## src/rtl/ram_dump.sv

```systemverilog
// ram_dump: sequential RAM reader.
//
// Reads a contiguous address range from the shared 8-bit RAM, one byte at a
// time, and streams each byte out over a valid/ready interface. The RAM read
// port has a registered q with one-cycle latency, so every byte takes three
// cycles: REQ (issue read), CAP (register q), SEND (wait for handshake).
// The address wraps FF->00. A len of 0 means 256 bytes.
//
// Optional feature: define DUMP_CHECKSUM_EN to append one checksum byte,
// the modulo-256 sum of all data bytes. That byte carries out_last, so the
// stream is len+1 bytes long. With the macro undefined, out_last marks the
// final data byte instead.
//
// Ports:
//   clk        in   system clock, rising edge
//   rst        in   synchronous active-high reset, aborts any dump
//   start      in   begin a dump (sampled only while idle)
//   base       in   first address, latched on start
//   len        in   byte count (0 = 256), latched on start
//   busy       out  dump in progress
//   done       out  one-cycle pulse after the final handshake
//   addr       out  RAM address (holds the current address in every state)
//   rden       out  RAM read enable
//   q          in   RAM read data, valid the cycle after rden
//   out_data   out  stream byte
//   out_valid  out  stream byte valid
//   out_ready  in   sink accepts byte
//   out_last   out  final byte of the stream
module ram_dump (
    input  logic       clk,
    input  logic       rst,
    input  logic       start,
    input  logic [7:0] base,
    input  logic [7:0] len,
    output logic       busy,
    output logic       done,
    output logic [7:0] addr,
    output logic       rden,
    input  logic [7:0] q,
    output logic [7:0] out_data,
    output logic       out_valid,
    input  logic       out_ready,
    output logic       out_last
);

    typedef enum logic [2:0] {
        IDLE,
        REQ,
        CAP,
        SEND
`ifdef DUMP_CHECKSUM_EN
        , SUM
`endif
    } state_t;

    state_t     state_q, state_d;
    logic [7:0] cur_q, cur_d;
    logic [8:0] rem_q, rem_d;     // 9 bits so that a full 256-byte dump fits
    logic [7:0] data_q, data_d;
    logic       done_q, done_d;
    logic       hs;
`ifdef DUMP_CHECKSUM_EN
    logic [7:0] sum_q, sum_d;
`endif

    assign hs = out_valid & out_ready;

    always_ff @(posedge clk) begin
        if (rst) begin
            state_q <= IDLE;
            cur_q   <= 8'h00;
            rem_q   <= 9'd0;
            data_q  <= 8'h00;
            done_q  <= 1'b0;
`ifdef DUMP_CHECKSUM_EN
            sum_q   <= 8'h00;
`endif
        end else begin
            state_q <= state_d;
            cur_q   <= cur_d;
            rem_q   <= rem_d;
            data_q  <= data_d;
            done_q  <= done_d;
`ifdef DUMP_CHECKSUM_EN
            sum_q   <= sum_d;
`endif
        end
    end

    always_comb begin
        state_d = state_q;
        cur_d   = cur_q;
        rem_d   = rem_q;
        data_d  = data_q;
        done_d  = 1'b0;
`ifdef DUMP_CHECKSUM_EN
        sum_d   = sum_q;
`endif
        case (state_q)
            IDLE: begin
                if (start) begin
                    cur_d   = base;
                    rem_d   = (len == 8'h00) ? 9'd256 : {1'b0, len};
`ifdef DUMP_CHECKSUM_EN
                    sum_d   = 8'h00;
`endif
                    state_d = REQ;
                end
            end
            REQ: begin
                state_d = CAP;
            end
            CAP: begin
                // q reflects the read issued in REQ
                data_d  = q;
                cur_d   = cur_q + 8'd1;
                rem_d   = rem_q - 9'd1;
                state_d = SEND;
            end
            SEND: begin
                if (hs) begin
`ifdef DUMP_CHECKSUM_EN
                    sum_d = sum_q + data_q;
`endif
                    if (rem_q != 9'd0) begin
                        state_d = REQ;
                    end else begin
`ifdef DUMP_CHECKSUM_EN
                        state_d = SUM;
`else
                        state_d = IDLE;
                        done_d  = 1'b1;
`endif
                    end
                end
            end
`ifdef DUMP_CHECKSUM_EN
            SUM: begin
                if (hs) begin
                    state_d = IDLE;
                    done_d  = 1'b1;
                end
            end
`endif
            default: begin
                state_d = IDLE;
            end
        endcase
    end

    assign busy = (state_q != IDLE);
    assign done = done_q;
    assign addr = cur_q;
    assign rden = (state_q == REQ);

`ifdef DUMP_CHECKSUM_EN
    assign out_valid = (state_q == SEND) || (state_q == SUM);
    assign out_data  = (state_q == SUM) ? sum_q : data_q;
    assign out_last  = (state_q == SUM);
`else
    assign out_valid = (state_q == SEND);
    assign out_data  = data_q;
    assign out_last  = (state_q == SEND) && (rem_q == 9'd0);
`endif

endmodule

```

## config.mk

```make
export PLATFORM = sky130hd
export DESIGN_NAME = ram_dump
export DESIGN_NICKNAME = d
export VERILOG_FILES = /design/src/rtl/ram_dump.sv
export SDC_FILE = /design/constraint.sdc
export NUM_CORES = 1
export LEC_CHECK = 0
export BUFFER_PORTS_ARGS = -buffer_cell sky130_fd_sc_hd__buf_2
export CORE_UTILIZATION = 45
export DETAILED_ROUTE_END_ITERATION = 16
export HOLD_SLACK_MARGIN = 0.12
export PLACE_DENSITY = 0.75
export SETUP_SLACK_MARGIN = 0.02
export SYNTH_ARGS = -nofsm -noshare
export SYNTH_HDL_FRONTEND = slang
export SYNTH_SLANG_ARGS = --single-unit
```

## constraint.sdc

```tcl
create_clock -name clk -period 2.2 [get_ports clk]
set_input_delay 0.11 -clock clk [delete_from_list [all_inputs] [get_ports clk]]
set_output_delay 0.11 -clock clk [all_outputs]
set_load 0.005 [all_outputs]
```

Word-level counts from Yosys, hierarchy flattened
Index checks and enable logic that the tools add are counted.
{"block": "word_totals", "mem_bits_rw": 0, "mem_bits_ro": 0, "latchBits": 0, "output_inout_bits": 21, "in_bits": 28, "register_bits": 29, "mem_count": 0, "elab_cells": 35}
{"block": "op_classes", "n_div": 0, "bitwise_logic": 3, "n_lt_le_gt_ge": 0, "multipliers": 0, "shifts": 0, "mux": 10, "add_sub_neg": 2, "reduce_logical": 10, "eq_ne": 5}
{"cell": "two-way mux 9 bit", "n": 2}
{"cell": "case mux 9 bit (2 select lines)", "n": 1}
{"cell": "case mux 8 bit (2 select lines)", "n": 1}
{"cell": "case mux 3 bit (4 select lines)", "n": 1}
{"cell": "logical NOT 9 bit", "n": 1}
{"cell": "nonzero test 9 bit", "n": 1}
{"cell": "subtractor 9 x 1 -> 9 bit, second input constant", "n": 1}
{"cell": "adder 8 x 1 -> 8 bit, second input constant", "n": 1}
{"cell": "logical NOT 8 bit", "n": 1}
{"cell": "two-way mux 8 bit", "n": 1}
{"cell": "== test 3 x 2 -> 1 bit, second input constant", "n": 2}
{"cell": "two-way mux 3 bit", "n": 2}
{"cell": "AND reduction 2 bit", "n": 2}
{"cell": "== test 3 x 1 -> 1 bit, second input constant", "n": 1}
{"cell": "logical NOT 3 bit", "n": 1}
{"cell": "nonzero test 3 bit", "n": 1}
{"cell": "OR reduction 3 bit", "n": 1}
{"cell": "two-way mux 1 bit", "n": 2}
{"cell": "inequality test 2 x 1 -> 1 bit, second input constant", "n": 1}
{"cell": "inequality test 2 bit, second input constant", "n": 1}
{"cell": "inverter 1 bit", "n": 2}
{"cell": "nonzero test 2 bit", "n": 1}
{"cell": "AND 1 bit", "n": 1}
{"cell": "logical AND 1 bit", "n": 1}

Longest topological paths before layout
{"block": "depth", "depth_word": 4, "ltp_mapped": 8, "mapped_depth_nobuf": 6}

Worst setup path before layout
No wires, ideal clock.
{"block": "synth_path", "kind": "reg2reg", "startpoint": "register rem_q[0]", "endpoint": "register rem_q[8]", "slack_ns": 0.091, "setup_ns": 0.074, "synth_period_minus_slack_ns": 2.109, "t_required_ns": 2.126, "t_arrival_ns": 2.035, "stages_incl_launch_ff": 7, "n_path_buf": 0, "path_cell_list": "dfxtp_1 > inv_1 > ha_1 > or3b_4 > or4_4 > or4_1 > a31oi_1"}
{"block": "synth_between", "elab_chain_len": 2}
{"element": "start: declaration", "line_no": "58", "text": "logic [8:0] rem_q, rem_d;"}
{"element": "start signal: assignment", "line_no": "81", "text": "rem_q <= rem_d;"}
{"element": "subtractor 9 x 1 -> 9 bit", "line_no": "117", "text": "rem_d = rem_q - 9'd1;"}
{"element": "case mux 9 bit (2 select lines)", "line_no": "99", "text": "case (state_q)"}
Every way passes these cells.
A chain may end at the register's enable or synchronous reset.

Final worst setup path
{"block": "layout_path", "startpoint": "register rem_q[0]", "endpoint": "output port out_last"}
{"block": "layout_between", "elab_chain_len": 2}
{"element": "logical NOT 9 bit", "line_no": "163", "text": "assign out_last = (state_q == SEND) && (rem_q == 9'd0);"}
{"element": "logical AND 1 bit", "line_no": "163"}
{"element": "end: declaration", "line_no": "43", "text": "output logic out_last"}
Every way passes these cells.

==> results.md <==
* Status: finished clean
* Gp weighted congestion at 0.828
* Fillers at 284
* Fraction of final layout cells sized beyond drive strength 1 at 28.7%
* Hold/Removal Path Class: primary input to flop
* YS warnings at 0
* Final hold viol count at 0
* Register area at 562 um^2
* Multi-input logic area at 885 um^2
* Fin area at 0.00202 mm^2
* DP Worst Slack at 36.0 ps
* Worst setup endpoint: out_last
* Routed len/inst at 13.1 um
* Min Clock Period, post-route at 2130 ps
* Drt initial violations at 103
* Final Max Slew Viols at 0
* Syn Inst Count at 183
* Leak at 0.000875 uW
* Max Cap Violations at 0
* Critical path class: flop to output port
* FF-to-FF End: rem_q[8]
* RR Startpoint: rem_q[0]
* Die area at 0.00360 mm^2
* Rows at 20
* DR pass1 iterations at 4
* Post-route insts no fill at 288
* Origin of the worst setup path: rem_q[0]
* Reg2reg path depth at 6
* Crit path DAT at 2020 ps
* Largest net degree at the start of global routing at 30
* Final-stage net count at 279
* Measured slew at the worst slew-check pin at 658 ps
* Synth async-reset ratio at 0%
* Relative slew slack at 54.9%
* Ports at 49
* IO buf count at 48
* Setup violators final at 0
* Post-Syn Nets at 217
* TritonCTS clock tree: built
* Antenna Nets Post-Route at 0
* Clk buf depth at 2
* CTS root buf: clkbuf_4
* Fmax at 470 MHz
* Worst setup margin at 71.3 ps
* VDD IR max at 684 uV
* Via/cell ratio at 5.42
* Post-Syn Area at 0.00151 mm^2
* WL final at 3760 um
* H-tree depth at 1
* CORE AREA at 0.00313 mm^2
* Synth top area cells: dfxtp_1 (37%), mux2i_1 (7.9%), ha_1 (5.0%)
* Gr usage total at 22.0%
* Post-synth cell types at 40
* Clk_lat worst skew at 340 ps
* HPWL Detailed at 2440 um
* Core Util, Final at 64.5%
* Die height at 60.0 um
* Endpoint class of the critical path: output port
* Clock slew at reported path FFs at 160 ps
* Initial Utilization at 48.4%
* Register area share after synthesis at 37.1%
* Worst Path Max Fanout at 4
* Clk_skew at 14.0 ps
* Number of enable flip-flop cells after synthesis at 0
* Drt drc at 0
* CTS Buf Count at 3
* GR Overflow Total at 0
* Initial antenna violation count at 0
* Worst Path Required at 2090 ps
* Dpl cells at 270
* Die X at 60.0 um
* Type of origin of the critical path: flop
* Reg-to-reg slack, setup at 90 ps
* Post-Syn Area per Cell at 8.27 um^2
* Cell Area, Placed at 0.00180 mm^2
* Pwr/cell area at 1220 mW/mm^2
* Via Count at 1560
* Unrepaired setup endpoints after global routing: yes
* Synth-to-layout area growth at 33.4%
* Top-area cell type share of the netlist area at 37.1%
* Cell taking the most area after synthesis: dfxtp_1
* Top FF cell, synth: dfxtp_1
* Crit share post-route at 96.8%
* Number of global-route vias before repair at 1365
* First-pass GRT wire length at 6060 um
* Power consumption at 2470 uW
* CTS sink cnt at 28
* Synth Register Bits at 28
* Antenna Cells at 0
power breakdown:
group	internal, uW	total [uW]	leakage, uW	switching, uW
clock network	184	337	0.0000279	152
registers	663	809	0.000229	146
logic	623	1320	0.000618	700
stage by stage:
step / hold slack [ps] / setup TNS (ps)
finish: 122 / 0
global route: 130 / -20.7
CTS: 121 / 0
detailed placement: 352 / 0
global placement: 345 / 0
floorplan: 258 / 0
sequential cells by signal (all words and copies together) (netlist names):
signal	cells
addr	8
state_q	2
rem_q	9
done	1
out_data	8
Yosys cell counts, types with 2 or more instances:
library cell and n:
a22oi_1 3, and3_1 2, mux2_2 2, ha_1 6
nand2b_1 2, inv_1 9, nor2b_1 6, nor4_1 4
nand2_1 11, nand4_1 2, mux2i_1 12, nor3_1 9
a211oi_1 2, a21oi_1 13, a31oi_1 2, o2bb2ai_1 3
nand3_1 2, nor3b_1 2, a221oi_1 2, nor2_1 19
o21ai_0 15, clkbuf_1 8, o21a_1 2, clkbuf_4 2
dfxtp_1 28
critical path, stage by stage (launching register included):
cell and delay [ps]:
dfxtp_2 370, inv_2 70, ha_4 130, or3b_4 380, or4_4 470, nor3_4 130
buf_2 130
how the worst min path moves through the flow:
stage	cells past startpoint	start	slack [ps]	to
6_report	4	base[2]	120	addr[2]
5_1_grt	4	base[2]	130	addr[2]
4_1_cts	4	base[2]	120	addr[2]
3_5_place_dp	3	q[5]	350	out_data[5]
3_3_place_gp	3	q[5]	340	out_data[5]
2_1_floorplan	2	q[0]	260	out_data[0]
logic make-up after synthesis:
family / synth area share [%]
AND/OR/NAND/NOR: 22.1
AO/OA/AOI/OAI: 20.2
multiplexers: 9.43
buffers and inverters: 6.29
adder cells (fa/ha/maj): 4.96
flip-flops: 37.1
layer usage:
layer / wire, um / GRT usage (%)
met1: 1640 / 28.0
met2: 1860 / 37.0
met3: 171 / 2.38
met4: 91 / 10.3
met5: 0 / 0
area by class of cell:
class | instances | area share [%]
Multi-Input combinational cell | 134 | 43.8
Sequential cell | 28 | 27.8
Timing Repair Buffer | 69 | 21.3
Tap cell | 44 | 2.73
Inverter | 9 | 1.67
Clock inverter | 1 | 1.49
Clock buffer | 3 | 1.12
cell usage in the layout, fill, tap and decap left out, drive strengths merged, types with 2 or more instances in the layout:
cell type and instances:
buf 56, dfxtp 28, nor2 19, o21ai 15, a21oi 13, dlygate4sd3 13
mux2i 12, nand2 11, inv 9, nor3 9, nor2b 6, ha 6
nor4 4, o2bb2ai 3, a22oi 3, clkbuf 3, a211oi 2, nand3 2
nand4 2, a31oi 2, and3 2, nor3b 2, a221oi 2, nand2b 2
o21a 2, or4 2, mux2 2, a21o 2
timing repair:
item / in CTS / in global routing
hold buffers: 13 / 0
pin swaps: 1 / 1
buffers inserted: 0 / 1
hold endpoints to repair: 12 / 0
gates cloned: 0 / 0
gates resized for setup: 3 / 4
setup endpoints to repair: 2 / 2
(Power assumes the default switching activity.)
